`config.mk`:
```
export PLATFORM = sky130hd
export DESIGN_NAME = hazard_stall_ctrl
export DESIGN_NICKNAME = d
export VERILOG_FILES = /design/src/rtl/hazard_stall_ctrl_pkg.sv /design/src/rtl/hazard_stall_ctrl_dest_reg_sel.sv /design/src/rtl/hazard_stall_ctrl.sv
export SDC_FILE = /design/constraint.sdc
export NUM_CORES = 1
export LEC_CHECK = 0
export BUFFER_PORTS_ARGS = -buffer_cell sky130_fd_sc_hd__buf_4
export CORE_MARGIN = 4
export CORE_UTILIZATION = 50
export CTS_CLUSTER_DIAMETER = 100
export CTS_CLUSTER_SIZE = 40
export DETAILED_ROUTE_END_ITERATION = 6
export HOLD_SLACK_MARGIN = 0.02
export MAX_ROUTING_LAYER = met4
export PLACE_DENSITY = 0.92
export SYNTH_ARGS = -nofsm -noshare
export SYNTH_HDL_FRONTEND = slang
export SYNTH_SLANG_ARGS = --single-unit
```
`constraint.sdc`:
```
create_clock -name clk -period 2.7 [get_ports clk]
set_input_delay 0.135 -clock clk [delete_from_list [all_inputs] [get_ports clk]]
set_output_delay 0.135 -clock clk [all_outputs]
set_load 0.02 [all_outputs]
```
`src/rtl/hazard_stall_ctrl_pkg.sv`:
```
// Shared pipeline encodings for the hazard/stall controller.
// Destination select, write-back source and stall FSM state.
package hazard_stall_ctrl_pkg;

    localparam logic [1:0] REGDST_RD = 2'd0;
    localparam logic [1:0] REGDST_RT = 2'd1;
    localparam logic [1:0] REGDST_RA = 2'd2;
    localparam logic [1:0] REGDST_K0 = 2'd3;

    localparam logic [4:0] REG_RA = 5'd31;
    localparam logic [4:0] REG_K0 = 5'd26;

    localparam logic [1:0] M2R_ALU = 2'd0;
    localparam logic [1:0] M2R_MEM = 2'd1;
    localparam logic [1:0] M2R_PC4 = 2'd2;

    typedef enum logic {
        ST_RUN,
        ST_STALL
    } state_t;

    function automatic logic src_hit(
        input logic       use_src,
        input logic [4:0] src,
        input logic [4:0] dest,
        input logic       wr
    );
        return use_src && (src != 5'd0) && wr && (src == dest);
    endfunction

endpackage

```
`src/rtl/hazard_stall_ctrl_dest_reg_sel.sv`:
```
// Decodes a stage's written register from RegDst.
// o_Wr is low for $0 so $0 never creates a hazard.
module dest_reg_sel
    import hazard_stall_ctrl_pkg::*;
(
    input  logic [4:0] i_Rd,
    input  logic [4:0] i_Rt,
    input  logic [1:0] i_RegDst,
    input  logic       i_RegWr,
    output logic [4:0] o_Dest,
    output logic       o_Wr
);

    always_comb begin
        o_Dest = i_Rd;
        case (i_RegDst)
            REGDST_RD: o_Dest = i_Rd;
            REGDST_RT: o_Dest = i_Rt;
            REGDST_RA: o_Dest = REG_RA;
            REGDST_K0: o_Dest = REG_K0;
            default:   o_Dest = i_Rd;
        endcase
    end

    assign o_Wr = i_RegWr && (o_Dest != 5'd0);

endmodule

```
`src/rtl/hazard_stall_ctrl.sv`:
```
// Load-use / branch-operand stall control with flush and IRQ accept.
// Stall outputs are combinational; STALL state covers the second cycle.
module hazard_stall_ctrl
    import hazard_stall_ctrl_pkg::*;
(
    input  logic        clk,
    input  logic        reset,
    input  logic [4:0]  ID_Rs,
    input  logic [4:0]  ID_Rt,
    input  logic        ID_UseRs,
    input  logic        ID_UseRt,
    input  logic        ID_Branch,
    input  logic        ID_Redirect,
    input  logic [4:0]  EX_Rd,
    input  logic [4:0]  EX_Rt,
    input  logic [1:0]  EX_RegDst,
    input  logic        EX_RegWr,
    input  logic [1:0]  EX_MemToReg,
    input  logic [4:0]  MEM_Rd,
    input  logic [4:0]  MEM_Rt,
    input  logic [1:0]  MEM_RegDst,
    input  logic        MEM_RegWr,
    input  logic [1:0]  MEM_MemToReg,
    input  logic        IRQ,
    output logic        PC_Wr,
    output logic        IF_ID_Wr,
    output logic        ID_EX_Bubble,
    output logic        IF_ID_Flush,
    output logic        IRQ_Take,
    output logic [31:0] StallCount
);

    logic [4:0]  w_ex_dest;
    logic        w_ex_wr;
    logic [4:0]  w_mem_dest;
    logic        w_mem_wr;
    logic        w_ex_hit;
    logic        w_mem_hit;
    logic [1:0]  w_need;
    logic        w_stall;
    logic        w_take;
    logic        w_flush;
    state_t      r_state;
    state_t      w_state_nx;
    logic [1:0]  r_cnt;
    logic [1:0]  w_cnt_nx;
    logic        r_pend;
    logic [31:0] r_stall_cnt;

    dest_reg_sel u_ex_dest (
        .i_Rd     (EX_Rd),
        .i_Rt     (EX_Rt),
        .i_RegDst (EX_RegDst),
        .i_RegWr  (EX_RegWr),
        .o_Dest   (w_ex_dest),
        .o_Wr     (w_ex_wr)
    );

    dest_reg_sel u_mem_dest (
        .i_Rd     (MEM_Rd),
        .i_Rt     (MEM_Rt),
        .i_RegDst (MEM_RegDst),
        .i_RegWr  (MEM_RegWr),
        .o_Dest   (w_mem_dest),
        .o_Wr     (w_mem_wr)
    );

    assign w_ex_hit =
        src_hit(ID_UseRs, ID_Rs, w_ex_dest, w_ex_wr) ||
        src_hit(ID_UseRt, ID_Rt, w_ex_dest, w_ex_wr);

    assign w_mem_hit =
        src_hit(ID_UseRs, ID_Rs, w_mem_dest, w_mem_wr) ||
        src_hit(ID_UseRt, ID_Rt, w_mem_dest, w_mem_wr);

    // PC4 producers forward from the pipe, so they never stall
    always_comb begin
        w_need = 2'd0;
        if (w_ex_hit && EX_MemToReg == M2R_MEM) begin
            w_need = ID_Branch ? 2'd2 : 2'd1;
        end else if (ID_Branch && w_ex_hit && EX_MemToReg == M2R_ALU) begin
            w_need = 2'd1;
        end
        if (ID_Branch && w_mem_hit && MEM_MemToReg == M2R_MEM &&
            w_need == 2'd0) begin
            w_need = 2'd1;
        end
    end

    always_comb begin
        w_state_nx = r_state;
        w_cnt_nx   = r_cnt;
        w_stall    = 1'b0;
        case (r_state)
            ST_RUN: begin
                w_stall = (w_need != 2'd0);
                if (w_need == 2'd2) begin
                    w_state_nx = ST_STALL;
                    w_cnt_nx   = 2'd1;
                end
            end
            ST_STALL: begin
                w_stall  = 1'b1;
                w_cnt_nx = r_cnt - 2'd1;
                if (w_cnt_nx == 2'd0) begin
                    w_state_nx = ST_RUN;
                end
            end
            default: begin
                w_state_nx = ST_RUN;
                w_cnt_nx   = 2'd0;
            end
        endcase
        if (reset) begin
            w_stall = 1'b0;
        end
    end

    assign w_flush = ID_Redirect && !w_stall && !reset;
    assign w_take  = r_pend && (r_state == ST_RUN) && !w_stall &&
                     !w_flush && !reset;

    always_ff @(posedge clk) begin
        if (reset) begin
            r_state     <= ST_RUN;
            r_cnt       <= 2'd0;
            r_pend      <= 1'b0;
            r_stall_cnt <= 32'd0;
        end else begin
            r_state <= w_state_nx;
            r_cnt   <= w_cnt_nx;
            if (w_take) begin
                r_pend <= 1'b0;
            end else if (IRQ) begin
                r_pend <= 1'b1;
            end
            if (w_stall && r_stall_cnt != 32'hFFFF_FFFF) begin
                r_stall_cnt <= r_stall_cnt + 32'd1;
            end
        end
    end

    assign PC_Wr        = !w_stall;
    assign IF_ID_Wr     = !w_stall;
    assign ID_EX_Bubble = w_stall;
    assign IF_ID_Flush  = w_flush;
    assign IRQ_Take     = w_take;
    assign StallCount   = r_stall_cnt;

endmodule

```
==> impl_metrics.py <==
metrics = {
    "status": {
        "outcome": "completed",
    },
    "logic_synthesis": {
        "postSynthAreaPerCell_um2": 7.894,
        "synth_edf_count": 0,
        "synthCells": 307,
        "synth_commonest_cells": "36 x dfxtp_1, 31 x nor2_1, 23 x nor2b_1",
        "yosysSeqAreaShare_pct": 29.74,
        "synth-async-reset-ratio_pct": 0,
        "synth_cell_types": 41,
        "yosysMostFrequentCell": "dfxtp_1",
        "netlist_top_cells_area": "dfxtp_1 30%, mux2_2 7.4%, nor2b_1 5.9%, nor2_1 4.8%, xnor2_1 4.3%",
        "ys.flop_type": "dfxtp_1",
        "syn-cell-area_um2": 2424,
        "synth_top_area_share_pct": 29.74,
        "synth_top_area_cell": "dfxtp_1",
        "synth_fp_nets": 356,
        "ys_ff_latch": 36,
        "yosysWarnings": 0,
    },
    "power": {
        "ir_worst_vdd_mv": 0.3013,
        "powerDensity_nw_per_um2": 367.5,
        "seq_power_share_pct": 45.2,
        "p_clk_share_pct": 39.8,
        "p_switching_w": 0.0002848,
        "pwr-share-comb_pct": 15.0,
        "internal_power_w": 0.0008974,
        "p_sw_share_pct": 24.09,
        "p_leak_nw": 1.254,
    },
    "worst_setup_path": {
        "worstSetupEndpoint": "IF_ID_Flush",
        "rr_worst_depth": 9,
        "reg2reg_slack_ns": 0.23,
        "cp_max_fo": 49,
        "critPathKind": "in2out",
        "cp.required_ns": 2.57,
        "arrival_ns": 2.42,
        "regToRegEndpoint": "StallCount[22]$_SDFFE_PP0P_",
        "critPathLaunchType": "input port",
        "reg2reg_from": "StallCount[19]$_SDFFE_PP0P_",
        "worstSetupStartpoint": "EX_RegDst[1]",
        "end_kind": "output pin",
    },
    "cts": {
        "numCtsBuffers": 5,
        "clock_latency_ns": 0.30,
        "clk_pin_slew_worst_paths_ns": 0.07,
        "clk_path_buf_depth": 2,
        "root_buffer": "clkbuf_8",
        "cts-htree-levels": 2,
        "cts_tree": "done",
        "numClockSinks": 36,
        "postCtsSetupRepairBufs": 0,
    },
    "sta": {
        "hold_viol_final": 0,
        "finalCritPeriodShare_pct": 94.79,
        "slew_viol_final": 0,
        "worst_slew_pin_slew_ns": 0.5089,
        "fin_crit_ns": 2.559,
        "fmax_mhz": 390.7,
        "setup_tns_ns": 0,
        "finalSetupViolations": 0,
        "rsz0062_at_grt": "false",
        "worst_slack_ns": 0.1407,
        "relSlewSlack_pct": 65.64,
        "fin_skew_ns": 0.009814,
    },
    "layout": {
        "layout-drive-gt1-share_pct": 30.67,
        "antenna_cells": 0,
        "area_delta_synth_final_pct": 32.73,
        "nNetsFinal": 436,
        "fin_cells": 455,
        "nFillCells": 378,
    },
    "grt": {
        "antenna_found_initial": 0,
        "track_usage_pct": 23.11,
        "grt_max_degree": 57,
        "first_global_vias": 2584,
        "overflow": 0,
        "grt_first_pass_wirelength_mm": 11.22,
    },
    "drt": {
        "drc": 0,
        "ant_nets": 0,
        "dr.pass1.iters": 4,
        "first_iter_violations": 141,
        "vias_per_cell": 5.758,
        "drt-total-wl_mm": 6.727,
        "detail_route.wl_per_cell_um": 14.78,
        "via_count": 2620,
    },
    "floorplan": {
        "die_area_um2": 6025,
        "chipWidth_um": 77.62,
        "fp-row-count": 25,
        "die_h_um": 77.62,
        "start_util_pct": 51.31,
        "ios": 84,
        "coreArea_um2": 4723,
    },
    "placement": {
        "dpl.hpwl_mm": 5.010,
        "dp_slack_ns": -0.06490,
        "dpl.cell_count": 447,
        "portBuffers": 83,
        "gp_congestion": 0.9698,
    },
    "run": {
        "drv_cap": 0,
    },
    "min_path": {
        "hp-class": "in2reg",
    },
}
-- power groups by stage --
stage | logic (W) | registers [W] | clock network [W]
after floorplan | 0.0000906 | 0.000546 | 0
after global placement | 0.000169 | 0.000546 | 0
after detailed placement | 0.000175 | 0.000546 | 0
after CTS | 0.000176 | 0.000534 | 0.000477
after global routing | 0.000193 | 0.000534 | 0.000503
final | 0.000177 | 0.000534 | 0.000471
-- what timing repair did --
item,4_1_cts,5_1_grt
endpoints found under the setup margin,0,2
hold buffers,0,0
gates resized for setup,0,1
-- cell usage in the layout, fill, tap and decap left out, drive strengths merged, types with 2 or more instances in the layout --
master,synthesis,routed
or3,13,13
buf,6,90
nor3b,3,3
inv,5,5
xnor2,12,12
nand4,13,13
and3,7,7
and2,3,3
a211oi,8,8
and4,4,4
o31a,2,2
nand2,15,15
mux2,16,16
a22oi,2,2
nor2b,23,23
ha,2,2
nor2,31,31
nand2b,6,6
or4,3,3
a21oi,18,18
xor2,8,8
o21ai,17,17
nor3,19,19
nand3,4,4
nor4,8,8
nor4b,2,2
clkbuf,11,6
dfxtp,36,36
-- layout make-up --
type                            count  area [um2]  share of cell area (%)
Clock buffer                        6       72.57                   2.256
Clock inverter                      2       35.03                   1.089
Inverter                            5       18.77                  0.5834
Multi-Input combinational cell    249        1598                   49.67
Sequential cell                    36       720.7                   22.40
Tap cell                           67       83.83                   2.606
Timing Repair Buffer               90       688.2                   21.39
-- metal layers --
metal | up-vias | wire length (um) | GRT usage [%]
li1 | 1276 | - | -
met1 | 1232 | 2680 | 24.55
met2 | 89 | 3447 | 39.98
met4 | 0 | 230 | 11.21
met5 | - | 0 | -
met3 | 23 | 368 | 5.684
-- registers in the layout, indices dropped and copies added, names as in the netlist --
| signal | count |
|---|---|
| r_pend | 1 |
| r_state | 1 |
| r_cnt | 2 |
| StallCount | 32 |
-- worst min-delay path by stage --
stage          start                   to  slack (ns)  cells past startpoint
2_1_floorplan    IRQ  r_pend$_SDFFE_PP0P_        0.31                      2
3_3_place_gp     IRQ  r_pend$_SDFFE_PP0P_        0.42                      3
3_5_place_dp     IRQ  r_pend$_SDFFE_PP0P_        0.43                      3
4_1_cts          IRQ  r_pend$_SDFFE_PP0P_        0.12                      3
5_1_grt          IRQ  r_pend$_SDFFE_PP0P_        0.17                      3
6_report         IRQ  r_pend$_SDFFE_PP0P_        0.13                      3
-- worst max-delay path: stages --
cell and delay, ns:
buf_4 0.14, nand2b_1 0.14, a21oi_1 0.27, xor2_1 0.13, nor4_1 0.36, a22oi_1 0.18, o31a_1 0.35, buf_12 0.19
nor2b_1 0.16, and2_1 0.20, buf_4 0.16
-- through the flow --
stage	hold slack (ns)	util, %	power (W)	area, um2
after global placement	0.4219	65.83	0.0007149	3109
after detailed placement	0.4332	65.83	0.0007211	3109
after floorplan	0.3051	-	0.0006368	2424
final	0.1257	68.11	0.001182	3217
after global routing	0.1686	68.11	0.001230	3217
after CTS	0.1186	68.11	0.001187	3217
-- cell families (layout without fill, tap and decap cells) --
group                    count (synthesis)  in the layout  synth area share [%]
AO/OA/AOI/OAI                           54             54                 14.40
XOR/XNOR                                20             20                 7.228
adder cells (fa/ha/maj)                  2              2                 1.032
buffers and inverters                   22            103                 4.337
flip-flops                              36             36                 29.74
multiplexers                            17             17                 7.847
AND/OR/NAND/NOR                        156            156                 35.42
No activity file was read; power rests on OpenSTA's default activity.
